==> config.mk <==
export PLATFORM = sky130hd
export DESIGN_NAME = data_table_rd_arbiter
export DESIGN_NICKNAME = d
export VERILOG_FILES = /design/src/rtl/data_table_rd_arbiter.sv
export SDC_FILE = /design/constraint.sdc
export NUM_CORES = 1
export LEC_CHECK = 0
export CORE_UTILIZATION = 29
export CTS_CLUSTER_SIZE = 10
export DETAILED_ROUTE_END_ITERATION = 16
export PLACE_DENSITY_LB_ADDON = 0.08
export SKIP_LAST_GASP = 1
export SLEW_MARGIN = 20
export SYNTH_ARGS = -nofsm -noshare
export SYNTH_HDL_FRONTEND = slang
export SYNTH_SLANG_ARGS = --single-unit
==> constraint.sdc <==
create_clock -name clk_i -period 2.5 [get_ports clk_i]
set_clock_uncertainty 0.15 [all_clocks]
set_input_delay 0.5 -clock clk_i [delete_from_list [all_inputs] [get_ports clk_i]]
set_output_delay 0.5 -clock clk_i [all_outputs]
set_load 0.05 [all_outputs]
==> src/rtl/data_table_rd_arbiter.sv <==
// Round-robin arbiter sharing the data-table RAM read port between search
// engines, with a fixed-latency return pipe that routes data-valid strobes.
module data_table_rd_arbiter #(
  parameter int ENGINES_CNT = 3,
  parameter int RAM_LATENCY = 2,
  parameter int A_WIDTH     = 10,
  parameter int D_WIDTH     = 32
) (
  input  logic                            clk_i,
  input  logic                            rst_i,
  input  logic [ENGINES_CNT-1:0]          req_i,
  input  logic [ENGINES_CNT*A_WIDTH-1:0]  addr_i,
  output logic [ENGINES_CNT-1:0]          gnt_o,
  input  logic                            wr_busy_i,
  output logic                            rd_en_o,
  output logic [A_WIDTH-1:0]              rd_addr_o,
  input  logic [D_WIDTH-1:0]              rd_data_i,
  output logic [D_WIDTH-1:0]              rd_data_o,
  output logic [ENGINES_CNT-1:0]          rd_data_val_o,
  output logic [$clog2(RAM_LATENCY+1)-1:0] inflight_o,
  output logic                            idle_o
);

  localparam int ID_W  = (ENGINES_CNT > 1) ? $clog2(ENGINES_CNT) : 1;
  localparam int CNT_W = $clog2(RAM_LATENCY + 1);

  logic [ID_W-1:0]  last_q;
  logic [ID_W-1:0]  gnt_id;
  logic             gnt_any;

  logic             pipe_val_q [RAM_LATENCY];
  logic [ID_W-1:0]  pipe_id_q  [RAM_LATENCY];
  logic             ret_val;
  logic [ID_W-1:0]  ret_id;

  logic [CNT_W-1:0] inflight_q;

  // Scan starts just past the last winner so every requester gets a turn.
  always_comb begin
    int              idx;
    logic [ID_W-1:0] cand;
    gnt_o   = '0;
    gnt_id  = '0;
    gnt_any = 1'b0;
    idx     = 0;
    cand    = '0;
    if (!wr_busy_i) begin
      for (int s = 1; s <= ENGINES_CNT; s++) begin
        idx  = (int'(last_q) + s) % ENGINES_CNT;
        cand = ID_W'(idx);
        if (!gnt_any && req_i[cand]) begin
          gnt_any     = 1'b1;
          gnt_id      = cand;
          gnt_o[cand] = 1'b1;
        end
      end
    end
  end

  assign rd_en_o = gnt_any;

  always_comb begin
    rd_addr_o = '0;
    for (int k = 0; k < ENGINES_CNT; k++) begin
      if (gnt_o[k]) begin
        rd_addr_o = addr_i[k*A_WIDTH +: A_WIDTH];
      end
    end
  end

  always_ff @(posedge clk_i or posedge rst_i) begin
    if (rst_i) begin
      last_q <= ID_W'(ENGINES_CNT - 1);
    end else if (rd_en_o) begin
      last_q <= gnt_id;
    end
  end

  // The return pipe never stalls; a write phase only blocks new issues.
  always_ff @(posedge clk_i or posedge rst_i) begin
    if (rst_i) begin
      for (int i = 0; i < RAM_LATENCY; i++) begin
        pipe_val_q[i] <= 1'b0;
        pipe_id_q[i]  <= '0;
      end
    end else begin
      pipe_val_q[0] <= rd_en_o;
      pipe_id_q[0]  <= gnt_id;
      for (int i = 1; i < RAM_LATENCY; i++) begin
        pipe_val_q[i] <= pipe_val_q[i-1];
        pipe_id_q[i]  <= pipe_id_q[i-1];
      end
    end
  end

  assign ret_val   = pipe_val_q[RAM_LATENCY-1];
  assign ret_id    = pipe_id_q[RAM_LATENCY-1];
  assign rd_data_o = rd_data_i;

  always_comb begin
    rd_data_val_o = '0;
    for (int k = 0; k < ENGINES_CNT; k++) begin
      rd_data_val_o[k] = ret_val && (ret_id == ID_W'(k));
    end
  end

  always_ff @(posedge clk_i or posedge rst_i) begin
    if (rst_i) begin
      inflight_q <= '0;
    end else if (rd_en_o && !ret_val) begin
      inflight_q <= inflight_q + 1'b1;
    end else if (!rd_en_o && ret_val) begin
      inflight_q <= inflight_q - 1'b1;
    end
  end

  assign inflight_o = inflight_q;
  assign idle_o     = (req_i == '0) && (inflight_q == '0);

  a_gnt_onehot : assert property (@(posedge clk_i) disable iff (rst_i)
    $onehot0(gnt_o));
  a_gnt_req    : assert property (@(posedge clk_i) disable iff (rst_i)
    (gnt_o & ~req_i) == '0);
  a_busy_block : assert property (@(posedge clk_i) disable iff (rst_i)
    wr_busy_i |-> !rd_en_o);
  a_val_onehot : assert property (@(posedge clk_i) disable iff (rst_i)
    $onehot0(rd_data_val_o));
  a_inflight   : assert property (@(posedge clk_i) disable iff (rst_i)
    inflight_q <= CNT_W'(RAM_LATENCY));

endmodule

==> results of run 1 <==
-- layout by cell type, fill, tap and decap left out, types with 3 or more instances in the layout --
cell / instances
clkdlybuf4s50_1: 37
buf_4: 31
buf_12: 17
nor2_1: 15
a21oi_4: 13
nand4_1: 10
a21oi_2: 9
dfrtp_1: 9
inv_1: 4
a31oi_1: 4
inv_2: 4
clkbuf_8: 4
a21oi_1: 3
nand2_1: 3
nor3_1: 3
nand2b_1: 3
ha_1: 3
dlygate4sd2_1: 3
-- cell type report --
| class | instances | area (um^2) |
|---|---|---|
| clock buffers | 4 | 55.1 |
| fillers | 435 | 2300 |
| inverters | 8 | 30.0 |
| multi-input cells | 109 | 1000 |
| flip-flops and latches | 10 | 251 |
| well taps | 54 | 67.6 |
| repair buffers | 90 | 986 |
-- logic make-up (layout without fill, tap and decap cells) --
kind of cell             after synthesis  after routing  share of synthesized area [%]
AO/OA/AOI/OAI                         45             45                           24.4
XOR/XNOR                               3              3                           1.86
adder cells (fa/ha/maj)                6              6                           5.14
buffers and inverters                 54            102                           26.5
flip-flops                            10             10                           17.8
multiplexers                           1              1                          0.709
AND/OR/NAND/NOR                       54             54                           23.6
-- state kept, by name, indices dropped and copies added, names as in the netlist --
register	flops
ret_id	2
pipe_val_q	1
pipe_id_q	2
inflight_o	2
ret_val	1
last_q	2
-- where the power goes --
part | switching, mW | leakage (nW) | internal [mW] | total, mW
registers | 0.0607 | 0.124 | 0.236 | 0.297
clock network | 0.0587 | 0.0288 | 0.138 | 0.197
logic | 1.56 | 0.789 | 1.43 | 2.99
-- layer usage --
metal  global-route usage [%]  wire length [um]  up-vias  part of all wire, %
met2                     25.6              1890       70                   43
met3                     3.52               346       32                  7.9
met5                        0                 0        -                    0
li1                         -                 -      682                    -
met4                     7.41               140        0                  3.2
met1                     23.4              1970      662                   45
-- final timing paths --
check / end / slack (ns) / cells after the start
max: rd_addr_o[4] / -0.54 / 11
min: ret_id[1] / 0.20 / 0
max reg2reg: inflight_o[1] / -0.09 / 10
min reg2reg: ret_id[1] / 0.20 / 0
max in group asynchronous: last_q[1] / 1.50 / 2
min in group asynchronous: pipe_val_q[1] / 0.39 / 2
-- through the flow --
step	power [mW]	instance area, um^2	hold WS, ns	utilization (%)	setup slack, ns
4_1_cts	3.45	2350	0.200	50.1	-0.555
3_3_place_gp	3.10	2220	0.186	47.2	-0.665
2_1_floorplan	2.20	1600	0.181	-	-0.333
5_1_grt	3.66	2390	0.204	50.9	-0.650
3_5_place_dp	3.13	2220	0.189	47.2	-0.665
6_report	3.48	2390	0.198	50.9	-0.543
-- timing repair --
item | 4_1_cts | 5_1_grt
setup buffers | 5 | 0
gates cloned | 1 | 0
hold buffers | 0 | 0
endpoints found under the setup margin | 17 | 17
pin swaps | 15 | 7
gates resized for setup | 12 | 8
==> flow_summary_export.csv, run 1 <==
group,metric,value,unit
worst_setup_path,cp_num_buf_inv,4,
logic_synthesis,yosysTopAreaCell,"buf_4",
logic_synthesis,synth_common_cells,"33 x buf_4, 19 x a21oi_2, 15 x nor2_1",
detailed_routing,viasPerCell,5.26,
worst_setup_path,arrival,2.39,ns
floorplan,rows,25,
clocking,clock-sinks,10,
timing,clock.fmax,329,MHz
worst_setup_path,crit_family,"compound AO/OA/AOI/OAI gates",
logic_synthesis,synth.area.top_cells,"buf_4 18%, dfrtp_1 16%, a21oi_2 12%",
outcome,status,"finished with violations",
placed_design,dp.cells,265,
logic_synthesis,yosysMostFrequentCell,"buf_4",
pwr,p_leak,0.942,nW
pwr,p_per_area,1460,nW/um^2
floorplan,floorplan.die_area,5150,um^2
clocking,clk_pin_slew,0.05,ns
final_layout,layoutNonFillerInstCount,275,
final_layout,area_growth,69.2,%
final_layout,layout.nets,295,
logic_synthesis,syn-num-nets,246,
floorplan,die_y,71.8,um
floorplan,die_w,71.8,um
global_route,grt_pass1_vias,1432,
worst_setup_path,path_class,"flop to primary output",
logic_synthesis,syn-instance-count,173,
worst_setup_path,critPathCaptureType,"primary output",
hold_path,min_from,"pipe_id_q[3]",
placed_design,portBuffers,55,
floorplan,fp.coreArea,4690,um^2
clocking,cts_buffers,3,
clocking,cts_tree,"built",
global_route,grt_pass1_wl,7030,um
timing,slew_headroom,66.5,%
timing,setup_viol,15,
final_layout,antennaDiodeCount,0,
clocking,h-tree-depth,1,
worst_setup_path,cpPeakStageDelay,0.58,ns
timing,hold_viol_final,0,
logic_synthesis,syn-mean-instance-area,8.17,um^2
worst_setup_path,r2r_start,"last_q[1]",
detailed_routing,ant_nets,0,
detailed_routing,wl_per_cell,15.8,um
logic_synthesis,synth_edf_count,0,
floorplan,start_util,30.1,%
logic_synthesis,async_reset_ff_share,100,%
logic_synthesis,yosys_warnings,0,
timing,maxSlewViolCount,0,
logic_synthesis,synth_seq_area_share,17.8,%
run,drv_cap,0,
logic_synthesis,ys_dominant_reg_cell,"dfrtp_1",
worst_setup_path,cp_max_fo,11,
logic_synthesis,synth.top_cell.area_share,17.5,%
detailed_routing,routed_wl,4350,um
detailed_routing,drt-pass1-iter-count,4,
hold_path,hold_path.class,"flop to flop",
global_route,antenna_found_initial,0,
clocking,root_buffer,"clkbuf_8",
placed_design,hpwl,3410,um
logic_synthesis,yosysUniqueCellTypes,41,
worst_setup_path,required,1.85,ns
pwr,vdd_drop_max,607,uV
timing,layout_setup_ws,-0.543,ns
detailed_routing,dr_total_vias,1446,
placed_design,place.gp.congestion,0.892,
logic_synthesis,ys_ff_latch,10,
global_route,overflow,0,
global_route,grt.total_usage,17.0,%
clocking,clk_latency,0.23,ns
outcome,failed_checks,"negative setup slack",
worst_setup_path,path_cells,"inv_2 > ha_4 > nand4bb_1 > o31ai_2 > a221oi_2 > buf_4 > a21oi_2 > buf_12 > a21oi_2 > a21oi_4 > buf_12",
logic_synthesis,netlist_area,1410,um^2
detailed_routing,drc,0,
floorplan,pin_count,120,
timing,fin_setup_tns,-6.61,ns
worst_setup_path,cpMaxStageDelayCell,"dfstp_2",
worst_setup_path,cp-start-kind,"flop",
detailed_routing,first_iter_violations,59,
timing,period_minus_slack,3.04,ns
timing,rsz0062_at_grt,"true",
final_layout,drive_above_1_share,43.9,%
worst_setup_path,startpoint,"last_q[1]",
timing,worst_slew_pin_slew,0.501,ns
timing,period_share,122,%
global_route,grt_max_degree,12,
clocking,clockBufferDepth,2,
No activity file was read; power rests on OpenSTA's default activity.
==> run 2: changes to the inputs <==
--- a/config.mk
+++ b/config.mk
@@ -8,6 +8,7 @@
 export CORE_UTILIZATION = 29
 export CTS_CLUSTER_SIZE = 10
 export DETAILED_ROUTE_END_ITERATION = 16
+export GPL_TIMING_DRIVEN = 0
 export PLACE_DENSITY_LB_ADDON = 0.08
 export SKIP_LAST_GASP = 1
 export SLEW_MARGIN = 20
==> run 2 against run 1 <==
Compared with the run above:
- the flow still finishes with violations (negative setup slack)
- critical path depth is 1 lower
- non-clock buffer count is 56 higher
- clock power hardly changed
- power is 0.13% higher
- sequential power is 2% lower
- die area stayed put
- critical path type unchanged
==> flow_summary_export.csv, run 2 (synthesis results as in run 1) <==
group,metric,value,unit
detailed_routing,wl_per_cell,13.7,um
clocking,root_buffer,"clkbuf_8",
detailed_routing,viasPerCell,4.81,
outcome,status,"finished with violations",
timing,rsz0062_at_grt,"true",
global_route,grt_pass1_vias,1540,
detailed_routing,drc,0,
detailed_routing,drt-pass1-iter-count,4,
pwr,p_clk_share,5.7,%
final_layout,area_growth,105,%
placed_design,portBuffers,87,
hold_path,hold_path.class,"flop to flop",
detailed_routing,first_iter_violations,45,
hold_path,min_from,"pipe_val_q[1]",
clocking,h-tree-depth,1,
floorplan,fp.coreArea,4690,um^2
timing,hold_viol_final,0,
timing,clock.fmax,322,MHz
final_layout,layout.nets,351,
timing,worst_slew_pin_slew,0.529,ns
timing,slew_headroom,64.7,%
detailed_routing,ant_nets,0,
pwr,p_leak,1.17,nW
clocking,cts_tree,"built",
detailed_routing,routed_wl,4540,um
clocking,clk_latency,0.23,ns
worst_setup_path,path_class,"flop to primary output",
worst_setup_path,arrival,2.45,ns
final_layout,antennaDiodeCount,0,
worst_setup_path,cp_max_fo,6,
outcome,failed_checks,"negative setup slack",
floorplan,die_w,71.8,um
pwr,p_total,3.49,mW
placed_design,hpwl,3240,um
pwr,power_frac_comb,86.0,%
detailed_routing,dr_total_vias,1593,
final_layout,final_cell_mix,"69 x clkdlybuf4s50_1, 46 x buf_4, 20 x buf_6, 20 x a21oi_4, 14 x nor2_1",
pwr,pwr-share-seq,8.3,%
pwr,p_per_area,1210,nW/um^2
worst_setup_path,critPathCaptureType,"primary output",
worst_setup_path,cp-start-kind,"flop",
clocking,clock-sinks,10,
timing,layout_setup_ws,-0.603,ns
final_layout,layoutNonFillerInstCount,331,
global_route,grt_max_degree,11,
run,drv_cap,0,
placed_design,place.gp.congestion,0.788,
worst_setup_path,required,1.85,ns
global_route,overflow,0,
global_route,grt.total_usage,17.8,%
hold_path,hold_depth,0,
pwr,p_sw_share,51.4,%
clocking,cts_buffers,3,
clocking,clk_pin_slew,0.05,ns
floorplan,start_util,30.1,%
pwr,vdd_drop_max,582,uV
clocking,clockBufferDepth,2,
final_layout,layout_commonest_cell,"clkdlybuf4s50_1",
floorplan,die_y,71.8,um
timing,fin_setup_tns,-7.30,ns
timing,period_share,124,%
floorplan,rows,25,
clocking,cts_hold_buffers,0,
worst_setup_path,r2r_cells,10,
timing,maxSlewViolCount,0,
pwr,p_sw,1.79,mW
global_route,antenna_found_initial,0,
pwr,intPower,1.69,mW
final_layout,drive_above_1_share,44.0,%
worst_setup_path,startpoint,"last_q[1]",
worst_setup_path,r2r_start,"last_q[1]",
timing,period_minus_slack,3.10,ns
floorplan,floorplan.die_area,5150,um^2
floorplan,pin_count,120,
timing,setup_viol,15,
global_route,grt_pass1_wl,7390,um
placed_design,dp.cells,314,
## run 2: cell types whose count changed in the layout (fill, tap and decap cells not counted), sizes merged
| cell | delta |
|---|---|
| buf | +23 |
| clkbuf | +1 |
| clkdlybuf4s50 | +32 |
| clkinv | +1 |
| inv | -1 |
## run 2: worst paths after layout
path,to,slack (ns)
setup / recovery,rd_addr_o[7],-0.60
setup reg to reg,inflight_o[1],-0.10
hold reg to reg,ret_val,0.19
hold / removal,ret_val,0.19
min in group asynchronous,ret_id[1],0.38
max in group asynchronous,last_q[1],1.51
## run 2: what timing repair did
action | in CTS | in global routing
cloned | 4 | 0
endpoints found under the setup margin | 16 | 17
resized for setup | 143 | 6
buffers inserted | 12 | 1
pin swaps | 35 | 13
## run 2: worst max-delay path, stage by stage, from the launching register on
cell      delay, ns
dfstp_2        0.58
inv_2          0.07
ha_4           0.18
and4bb_1       0.27
o21a_1         0.19
o21ai_4        0.10
a21oi_4        0.27
buf_16         0.18
a21oi_4        0.06
a21oi_4        0.14
buf_6          0.17
## run 2: power by group through the flow
stage | combinational [mW] | clock [mW] | sequential [mW]
floorplan | 1.85 | 0 | 0.346
global placement | 2.50 | 0 | 0.297
detailed placement | 2.51 | 0 | 0.296
CTS | 2.97 | 0.206 | 0.287
global route | 3.17 | 0.221 | 0.300
finish | 3.00 | 0.199 | 0.290
## run 2: per-stage QoR
| stage | utilization, % | setup slack, ns | hold slack, ns | instance area (um^2) |
|---|---|---|---|---|
| floorplan | - | -0.333 | 0.181 | 1600 |
| global placement | 54.0 | -1.42 | 0.184 | 2530 |
| detailed placement | 54.0 | -1.42 | 0.185 | 2530 |
| CTS | 61.5 | -0.580 | 0.195 | 2890 |
| global route | 61.7 | -0.718 | 0.205 | 2890 |
| finish | 61.7 | -0.603 | 0.194 | 2890 |
## run 2: per-layer routing
layer	track usage (%)	share of wire [%]	routed length, um
met4	4.58	0.70	32
met3	3.23	8.0	365
met2	29.5	48	2170
met1	24.0	44	1980
met5	0	0	0
## run 2: area by class of cell
class                      count  area, um^2
buffer                        43         367
clock buffer                   4        55.1
fill                         413        1800
inverter                       8        31.3
multi-input combinational    109        1080
sequential                    10         251
tap                           54        67.6
timing repair buffer         103        1040
